--- config.mk ---
export PLATFORM = sky130hd
export DESIGN_NAME = mdio_slave_mmd_flat
export DESIGN_NICKNAME = d
export VERILOG_FILES = /design/src/rtl/mdio_slave_mmd_pkg.sv /design/src/rtl/mdio_slave_mmd_if.sv /design/src/rtl/mdio_slave_mmd_edge_sync.sv /design/src/rtl/mdio_slave_mmd.sv /design/src/flat_wrapper.sv
export SDC_FILE = /design/constraint.sdc
export NUM_CORES = 1
export LEC_CHECK = 0
export ABC_AREA = 1
export BUFFER_PORTS_ARGS = -buffer_cell sky130_fd_sc_hd__buf_4
export CORE_MARGIN = 4
export CORE_UTILIZATION = 55
export CTS_BUF_LIST = sky130_fd_sc_hd__clkbuf_4 sky130_fd_sc_hd__clkbuf_8 sky130_fd_sc_hd__clkbuf_16
export DETAILED_ROUTE_END_ITERATION = 16
export HOLD_SLACK_MARGIN = 0.08
export PLACE_DENSITY = 0.72
export SYNTH_ARGS = -nofsm -noshare
export SYNTH_HDL_FRONTEND = slang
export SYNTH_SLANG_ARGS = --single-unit
--- constraint.sdc ---
create_clock -name mgmt_clk -period 2.9 [get_ports mgmt_clk]
set_clock_uncertainty 0.15 [all_clocks]
set_input_delay 0.58 -clock mgmt_clk [delete_from_list [all_inputs] [get_ports mgmt_clk]]
set_output_delay 0.58 -clock mgmt_clk [all_outputs]
set_load 0.005 [all_outputs]
--- src/rtl/mdio_slave_mmd_pkg.sv ---
// Shared definitions for the Clause 45 MDIO responder: opcodes, FSM state
// encoding, preamble length and a helper giving the last bit index per state.
package mdio_defs;

  localparam logic [1:0] OP_ADDR  = 2'b00;
  localparam logic [1:0] OP_WR    = 2'b01;
  localparam logic [1:0] OP_RDINC = 2'b10;
  localparam logic [1:0] OP_RD    = 2'b11;

  localparam logic [5:0] PREAMBLE_LEN = 6'd32;

  typedef enum logic [2:0] {
    ST_PREAMBLE = 3'd0,
    ST_START    = 3'd1,
    ST_OP       = 3'd2,
    ST_PRT      = 3'd3,
    ST_DEV      = 3'd4,
    ST_TA       = 3'd5,
    ST_DATA     = 3'd6
  } mdio_state_e;

  // Index of the final bit of each frame field (bit counter starts at 0).
  function automatic logic [5:0] last_bit(input mdio_state_e st);
    case (st)
      ST_OP:   last_bit = 6'd1;
      ST_PRT:  last_bit = 6'd4;
      ST_DEV:  last_bit = 6'd4;
      ST_TA:   last_bit = 6'd1;
      ST_DATA: last_bit = 6'd15;
      default: last_bit = 6'd0;
    endcase
  endfunction

  // Both read opcodes have the MSB set.
  function automatic logic is_read(input logic [1:0] op);
    is_read = op[1];
  endfunction

endpackage

--- src/rtl/mdio_slave_mmd_if.sv ---
// Register-bank port of the MDIO responder.
//   master : the MDIO responder (drives address, strobes and write data)
//   slave  : the local register bank (returns read data the cycle after reg_rd)
interface mdio_slave_mmd_if;
  logic [4:0]  reg_devad;
  logic [15:0] reg_addr;
  logic        reg_wr;
  logic [15:0] reg_wr_data;
  logic        reg_rd;
  logic [15:0] reg_rd_data;

  modport master (
    output reg_devad, reg_addr, reg_wr, reg_wr_data, reg_rd,
    input  reg_rd_data
  );

  modport slave (
    input  reg_devad, reg_addr, reg_wr, reg_wr_data, reg_rd,
    output reg_rd_data
  );
endinterface

--- src/rtl/mdio_slave_mmd_edge_sync.sv ---
// Two-flop synchronizers for mdc and mdio_i plus rising-edge detect of mdc.
// Ports: clk, reset (async active-low), mdc, mdio_i in;
//        mdc_rise (one-cycle pulse), mdio_s (synced line, aligned with mdc_rise) out.
module mdio_edge_sync (
  input  logic clk,
  input  logic reset,
  input  logic mdc,
  input  logic mdio_i,
  output logic mdc_rise,
  output logic mdio_s
);

  logic [2:0] mdc_q_r;
  logic [1:0] mdio_q_r;

  // Synchronizer chains; idle-high so a reset never fakes an mdc edge.
  always_ff @(posedge clk or negedge reset) begin
    if (!reset) begin
      mdc_q_r  <= 3'b111;
      mdio_q_r <= 2'b11;
    end else begin
      mdc_q_r  <= {mdc_q_r[1:0], mdc};
      mdio_q_r <= {mdio_q_r[0], mdio_i};
    end
  end

  assign mdc_rise = mdc_q_r[1] & ~mdc_q_r[2];
  assign mdio_s   = mdio_q_r[1];

endmodule

--- src/rtl/mdio_slave_mmd.sv ---
// Clause 45 MDIO responder (MMD side).
// Ports: mgmt_clk, reset (async active-low), mdc, mdio_i in;
//        mdio_o / mdio_t out (IOBUF style, mdio_t=1 releases the line);
//        reg_bus (master modport) towards the local register bank.
// Line drive is registered off mdc_rise, so each driven bit is stable at the
// master's next rising mdc edge: the 0 issued after TA bit 1 is seen at TA bit 2.
module mdio_slave_mmd
  import mdio_defs::*;
#(
  parameter logic [4:0]  PRTAD      = 5'd0,
  parameter logic [31:0] DEVAD_MASK = 32'h0000_0002
) (
  input  logic               mgmt_clk,
  input  logic               reset,
  input  logic               mdc,
  input  logic               mdio_i,
  output logic               mdio_o,
  output logic               mdio_t,
  mdio_slave_mmd_if.master   reg_bus
);

  logic        mdc_rise_s;
  logic        mdio_bit_s;
  mdio_state_e state_r, state_nxt_s;
  logic [5:0]  cnt_r;
  logic [1:0]  op_r;
  logic [4:0]  prt_r;
  logic [4:0]  dev_r;
  logic [15:0] shift_r;
  logic        rd_lat_r;
  logic        last_s;
  logic        sel_s;
  logic [15:0] frame_data_s;
  logic        mdio_o_nxt_s, mdio_t_nxt_s, rd_nxt_s, wr_nxt_s;
  logic [15:0] addr_nxt_s, wr_data_nxt_s;
  logic [4:0]  devad_nxt_s;

  mdio_edge_sync u_sync (
    .clk      (mgmt_clk),
    .reset    (reset),
    .mdc      (mdc),
    .mdio_i   (mdio_i),
    .mdc_rise (mdc_rise_s),
    .mdio_s   (mdio_bit_s)
  );

  assign last_s       = (cnt_r == last_bit(state_r));
  assign sel_s        = (prt_r == PRTAD) && DEVAD_MASK[{dev_r[3:0], mdio_bit_s}];
  assign frame_data_s = {shift_r[14:0], mdio_bit_s};

  // FSM state register.
  always_ff @(posedge mgmt_clk or negedge reset) begin
    if (!reset) begin
      state_r <= ST_PREAMBLE;
    end else begin
      state_r <= state_nxt_s;
    end
  end

  // Next-state decode, advanced only on mdc_rise.
  always_comb begin
    state_nxt_s = state_r;
    if (mdc_rise_s) begin
      case (state_r)
        ST_PREAMBLE: begin
          if (!mdio_bit_s && (cnt_r == PREAMBLE_LEN)) state_nxt_s = ST_START;
          else                                         state_nxt_s = ST_PREAMBLE;
        end
        ST_START: state_nxt_s = mdio_bit_s ? ST_PREAMBLE : ST_OP;
        ST_OP:    state_nxt_s = last_s ? ST_PRT : ST_OP;
        ST_PRT:   state_nxt_s = last_s ? ST_DEV : ST_PRT;
        ST_DEV: begin
          if (!last_s)    state_nxt_s = ST_DEV;
          else if (sel_s) state_nxt_s = ST_TA;
          else            state_nxt_s = ST_PREAMBLE;
        end
        ST_TA:    state_nxt_s = last_s ? ST_DATA : ST_TA;
        ST_DATA:  state_nxt_s = last_s ? ST_PREAMBLE : ST_DATA;
        default:  state_nxt_s = ST_PREAMBLE;
      endcase
    end else begin
      state_nxt_s = state_r;
    end
  end

  // Output decode: next values of line drive, strobes and register-port fields.
  always_comb begin
    mdio_o_nxt_s  = mdio_o;
    mdio_t_nxt_s  = mdio_t;
    rd_nxt_s      = 1'b0;
    wr_nxt_s      = 1'b0;
    addr_nxt_s    = reg_bus.reg_addr;
    devad_nxt_s   = reg_bus.reg_devad;
    wr_data_nxt_s = reg_bus.reg_wr_data;
    if (mdc_rise_s) begin
      // Line is released unless a read below claims it.
      mdio_o_nxt_s = 1'b1;
      mdio_t_nxt_s = 1'b1;
      case (state_r)
        ST_TA: begin
          if (is_read(op_r) && !last_s) begin
            mdio_o_nxt_s = 1'b0;
            mdio_t_nxt_s = 1'b0;
            rd_nxt_s     = 1'b1;
            devad_nxt_s  = dev_r;
          end else if (is_read(op_r)) begin
            mdio_o_nxt_s = shift_r[15];
            mdio_t_nxt_s = 1'b0;
          end else begin
            mdio_t_nxt_s = 1'b1;
          end
        end
        ST_DATA: begin
          if (is_read(op_r) && !last_s) begin
            mdio_o_nxt_s = shift_r[15];
            mdio_t_nxt_s = 1'b0;
          end else if (last_s) begin
            case (op_r)
              OP_ADDR: begin
                addr_nxt_s  = frame_data_s;
                devad_nxt_s = dev_r;
              end
              OP_WR: begin
                wr_data_nxt_s = frame_data_s;
                devad_nxt_s   = dev_r;
                wr_nxt_s      = 1'b1;
              end
              OP_RDINC: addr_nxt_s = reg_bus.reg_addr + 16'd1;
              default:  addr_nxt_s = reg_bus.reg_addr;
            endcase
          end else begin
            mdio_t_nxt_s = 1'b1;
          end
        end
        default: mdio_t_nxt_s = 1'b1;
      endcase
    end else begin
      rd_nxt_s = 1'b0;
    end
  end

  // Registered outputs towards the line and the register bank.
  always_ff @(posedge mgmt_clk or negedge reset) begin
    if (!reset) begin
      mdio_o              <= 1'b1;
      mdio_t              <= 1'b1;
      reg_bus.reg_rd      <= 1'b0;
      reg_bus.reg_wr      <= 1'b0;
      reg_bus.reg_addr    <= 16'h0000;
      reg_bus.reg_devad   <= 5'd0;
      reg_bus.reg_wr_data <= 16'h0000;
    end else begin
      mdio_o              <= mdio_o_nxt_s;
      mdio_t              <= mdio_t_nxt_s;
      reg_bus.reg_rd      <= rd_nxt_s;
      reg_bus.reg_wr      <= wr_nxt_s;
      reg_bus.reg_addr    <= addr_nxt_s;
      reg_bus.reg_devad   <= devad_nxt_s;
      reg_bus.reg_wr_data <= wr_data_nxt_s;
    end
  end

  // Frame datapath: bit counter, header fields and the shared data shifter.
  always_ff @(posedge mgmt_clk or negedge reset) begin
    if (!reset) begin
      cnt_r    <= 6'd0;
      op_r     <= 2'b00;
      prt_r    <= 5'd0;
      dev_r    <= 5'd0;
      shift_r  <= 16'h0000;
      rd_lat_r <= 1'b0;
    end else begin
      // Bank data is valid the cycle after reg_rd; load it then.
      rd_lat_r <= reg_bus.reg_rd;
      if (rd_lat_r) begin
        shift_r <= reg_bus.reg_rd_data;
      end else if (mdc_rise_s && ((state_r == ST_DATA) || ((state_r == ST_TA) && last_s))) begin
        shift_r <= frame_data_s;
      end else begin
        shift_r <= shift_r;
      end
      if (mdc_rise_s) begin
        if (state_r == ST_PREAMBLE) begin
          if (!mdio_bit_s)                 cnt_r <= 6'd0;
          else if (cnt_r == PREAMBLE_LEN)  cnt_r <= cnt_r;
          else                             cnt_r <= cnt_r + 6'd1;
        end else if (last_s) begin
          cnt_r <= 6'd0;
        end else begin
          cnt_r <= cnt_r + 6'd1;
        end
        op_r  <= (state_r == ST_OP)  ? {op_r[0], mdio_bit_s}     : op_r;
        prt_r <= (state_r == ST_PRT) ? {prt_r[3:0], mdio_bit_s}  : prt_r;
        dev_r <= (state_r == ST_DEV) ? {dev_r[3:0], mdio_bit_s}  : dev_r;
      end else begin
        cnt_r <= cnt_r;
      end
    end
  end

endmodule

--- src/flat_wrapper.sv ---
// flat-port wrapper written by rule: the top's interface ports become plain ports
module mdio_slave_mmd_flat import mdio_defs::*;
#(
  parameter logic [4:0]  PRTAD      = 5'd0,
  parameter logic [31:0] DEVAD_MASK = 32'h0000_0002
)
  (mgmt_clk, reset, mdc, mdio_i, mdio_o, mdio_t, reg_bus_reg_devad, reg_bus_reg_addr, reg_bus_reg_wr, reg_bus_reg_wr_data, reg_bus_reg_rd, reg_bus_reg_rd_data);
  mdio_slave_mmd_if reg_bus_i ();
  input  logic mgmt_clk;
  input  logic reset;
  input  logic mdc;
  input  logic mdio_i;
  output logic mdio_o;
  output logic mdio_t;
  output wire logic [$bits(reg_bus_i.reg_devad)-1:0] reg_bus_reg_devad;
  output wire logic [$bits(reg_bus_i.reg_addr)-1:0] reg_bus_reg_addr;
  output wire logic [$bits(reg_bus_i.reg_wr)-1:0] reg_bus_reg_wr;
  output wire logic [$bits(reg_bus_i.reg_wr_data)-1:0] reg_bus_reg_wr_data;
  output wire logic [$bits(reg_bus_i.reg_rd)-1:0] reg_bus_reg_rd;
  input wire logic [$bits(reg_bus_i.reg_rd_data)-1:0] reg_bus_reg_rd_data;
  assign reg_bus_reg_devad = reg_bus_i.reg_devad;
  assign reg_bus_reg_addr = reg_bus_i.reg_addr;
  assign reg_bus_reg_wr = reg_bus_i.reg_wr;
  assign reg_bus_reg_wr_data = reg_bus_i.reg_wr_data;
  assign reg_bus_reg_rd = reg_bus_i.reg_rd;
  assign reg_bus_i.reg_rd_data = reg_bus_reg_rd_data;
  mdio_slave_mmd #(.PRTAD(PRTAD), .DEVAD_MASK(DEVAD_MASK)) u_core (.mgmt_clk(mgmt_clk), .reset(reset), .mdc(mdc), .mdio_i(mdio_i), .mdio_o(mdio_o), .mdio_t(mdio_t), .reg_bus(reg_bus_i));
endmodule
==> reports/results.txt <==
Yosys reg bits = 84
Setup TNS = 0 ns
Comb pwr share = 7.0%
Area growth syn-to-layout = 15.14%
Run status = finished clean
CP delay by family, top = simple AND/OR/NAND/NOR gates
N_diodes = 0
Crit start category = register
YS warnings = 0
HPWL after DPL = 7.918 mm
Drc violations = 0
Routed len/inst = 13.72 microns
Initial Util = 56.73%
Max Clk Rate = 408.5 MHz
DR vias/cell = 5.095
Max transition margin = 54.07%
Syn nets = 658
Net load switching power = 0.5924 mW
Layout cell share with drive strength beyond 1 = 16.33%
Antenna violations before repair = 0
Hold_buf cts = 1
Remaining Overflow, GRT = 0
Post-route minimum period = 2.448 ns
RSZ-0062 raised after global routing = no
Crit end category = register
Switching share of power = 26.42%
Largest net degree at the start of global routing = 44
Max stage delay cell, worst path = dfrtp_1
Final antenna-violating net count = 0
Final core occ = 65.32%
Skew-Pair Late Insertion Delay = 0.37 ns
Via count = 4091
Total Routing Usage GR = 22.60%
Total iterations of the first detailed-routing run = 5
Worst-path fanout max = 32
Die X = 100.3 microns
CP required = 3.02 ns
Final-report setup violation count = 0
Worst Hold End = u_core.u_sync.mdc_q_r[0]$_DFF_PN1_
Die area = 10060 sq um
H-tree levels = 3
Mean Syn Cell Area = 7.377 sq um
Crit path cell chain = inv_1 -> nand3_1 -> nand3_2 -> nand2_1 -> nand2_1 -> nor2_2 -> nand3_2 -> o21ai_1 -> inv_1
Clk slew on worst S/H paths = 0.10 ns
CTS root buffer = clkbuf_8
Max clock buf depth = 2
Number of global-route vias before repair = 3843
Max VDD drop = 273.1 uV
P_leak = 2.997 nW
Worst-Margin Slew = 0.6882 ns
Sequential power share = 53.5%
Min-delay src = mdc
Clock power frac = 39.5%
Int Pwr = 1.649 mW
Placement Rows = 33
Drt total wl = 11.02 mm
Mapped cell area = 4684 sq um
CP bufs+invs = 2
Final hold violations = 0
Slew Limit Fails = 0
Post-CTS Repair Setup Buffers = 0
PD cells = 415.6 nW/um^2
Gate Count Post-Synth = 635
Critical R2R Launch = u_core.state_r[2]$_DFFE_PN0P_
Hold Crit Class = in2reg
Slowest cell delay on critical path = 0.54 ns
IO Port Bufs = 60
# nets final = 716
Cts bufs inserted = 9
Sink Count = 84
Final period util = 84.41%
First-pass GRT wire length = 18.06 mm
Distinct cell type count after synthesis = 33
Register area share after synthesis = 45.06%
Core area = 8258 sq um
Die Y-Extent = 100.3 microns
Max Cap Viol = 0
R2R depth = 9
CTS tree = built
R2R Path End = u_core.reg_bus.reg_wr_data[6]$_DFFE_PN0P_
Final GP Congestion = 0.9025
Worst Path Arrival = 2.57 ns
1st-iter DRT viols = 296
Hold Path Cell Cnt = 1
CP Class = reg2reg
# IOs = 61
R2R setup slack = 0.45 ns
# resized after CTS = 0
-- how the worst max path moves through the flow --
stage	start	end	slack [ns]	cells after the start
2_1_floorplan	u_core.u_sync.mdc_q_r[1]$_DFF_PN1_	u_core.reg_bus.reg_wr_data[9]$_DFFE_PN0P_	1.08	8
4_1_cts	u_core.state_r[2]$_DFFE_PN0P_	u_core.reg_bus.reg_wr_data[6]$_DFFE_PN0P_	0.48	9
5_1_grt	u_core.state_r[2]$_DFFE_PN0P_	u_core.reg_bus.reg_wr_data[7]$_DFFE_PN0P_	0.22	9
3_3_place_gp	u_core.state_r[2]$_DFFE_PN0P_	u_core.reg_bus.reg_wr_data[13]$_DFFE_PN0P_	0.62	9
6_report	u_core.state_r[2]$_DFFE_PN0P_	u_core.reg_bus.reg_wr_data[6]$_DFFE_PN0P_	0.45	9
3_5_place_dp	u_core.state_r[2]$_DFFE_PN0P_	u_core.reg_bus.reg_wr_data[6]$_DFFE_PN0P_	0.49	9
-- final cells by class --
type,instances,area (sq um)
fillers,755,2864
repair buffers,65,503.0
well taps,105,131.4
multi-input cells,427,2047
flip-flops and latches,84,2111
clock buffers,9,123.9
inverters,106,397.9
clock inverters,7,80.08
-- state kept, by name (all words and copies together), names as in the netlist --
register	flops
u_core.state_r	3
u_core.shift_r	16
u_core.reg_bus.reg_addr	16
u_core.reg_bus.reg_devad	5
u_core.cnt_r	6
u_core.prt_r	5
u_core.dev_r	5
u_core.reg_bus.reg_wr_data	16
u_core.u_sync.mdc_q_r	3
u_core.mdio_t	1
u_core.reg_bus.reg_rd	1
u_core.rd_lat_r	1
u_core.op_r	2
u_core.reg_bus.reg_wr	1
u_core.mdio_o	1
u_core.u_sync.mdio_q_r	2
-- layer usage --
layer | global-route usage, % | wire [microns]
met1 | 28.10 | 4712
met2 | 39.81 | 5689
met3 | 4.100 | 446
met4 | 7.047 | 170
met5 | 0 | 0
-- metrics by stage --
stage	hold WS (ns)	setup WS [ns]	power, mW	cell area [sq um]	std cells
3_5_place_dp	0.1978	0.4870	1.382	5180	786
6_report	0.1577	0.4523	2.242	5394	803
2_1_floorplan	0.1344	1.079	1.311	4684	635
4_1_cts	0.1567	0.4820	2.255	5394	803
5_1_grt	0.1388	0.2151	2.327	5394	803
3_3_place_gp	0.1964	0.6210	1.378	5180	786
-- Yosys cell counts, drive strengths merged --
cell	number	area share (%)
nand2	227	19
inv	104	8.3
dfrtp	77	41
nand3	58	7.5
o21ai	54	5.8
nor2	40	3.9
nand4	15	2.3
buf	9	2.0
clkbuf	9	0.72
nand3b	8	1.3
dfstp	7	3.9
nor3	7	0.75
a21oi	5	0.53
ha	3	0.80
xor2	3	0.56
clkinv	2	0.16
o31ai	2	0.32
a211oi	1	0.16
nor4	1	0.13
o21a	1	0.16
o21bai	1	0.16
or2	1	0.13
-- placed cells by master (no fill, tap or decap), drive strengths merged, types with 2 or more instances in the layout --
cell	n
a21oi	5
buf	64
clkbuf	9
clkinv	4
dfrtp	77
dfstp	7
ha	3
inv	107
nand2	227
nand3	58
nand3b	8
nand4	15
nor2	40
nor3	7
o21ai	54
o31ai	2
xor2	3
-- power by group through the flow --
stage               combinational (mW)  sequential (mW)  clock [mW]
floorplan                       0.0923             1.22           0
global placement                 0.155             1.22           0
detailed placement               0.158             1.22           0
CTS                              0.159             1.20       0.895
global route                     0.175             1.20       0.949
finish                           0.157             1.20       0.885
-- cell families (layout without fill, tap and decap cells) --
family,count (synthesis),count (layout),share of synthesized area [%]
simple gates,357,357,35.23
flops,84,84,45.06
fa+ha+maj,3,3,0.8014
buf+inv,124,187,11.24
xor+xnor,3,3,0.5610
compound gates,64,64,7.105
(Power assumes the default switching activity.)
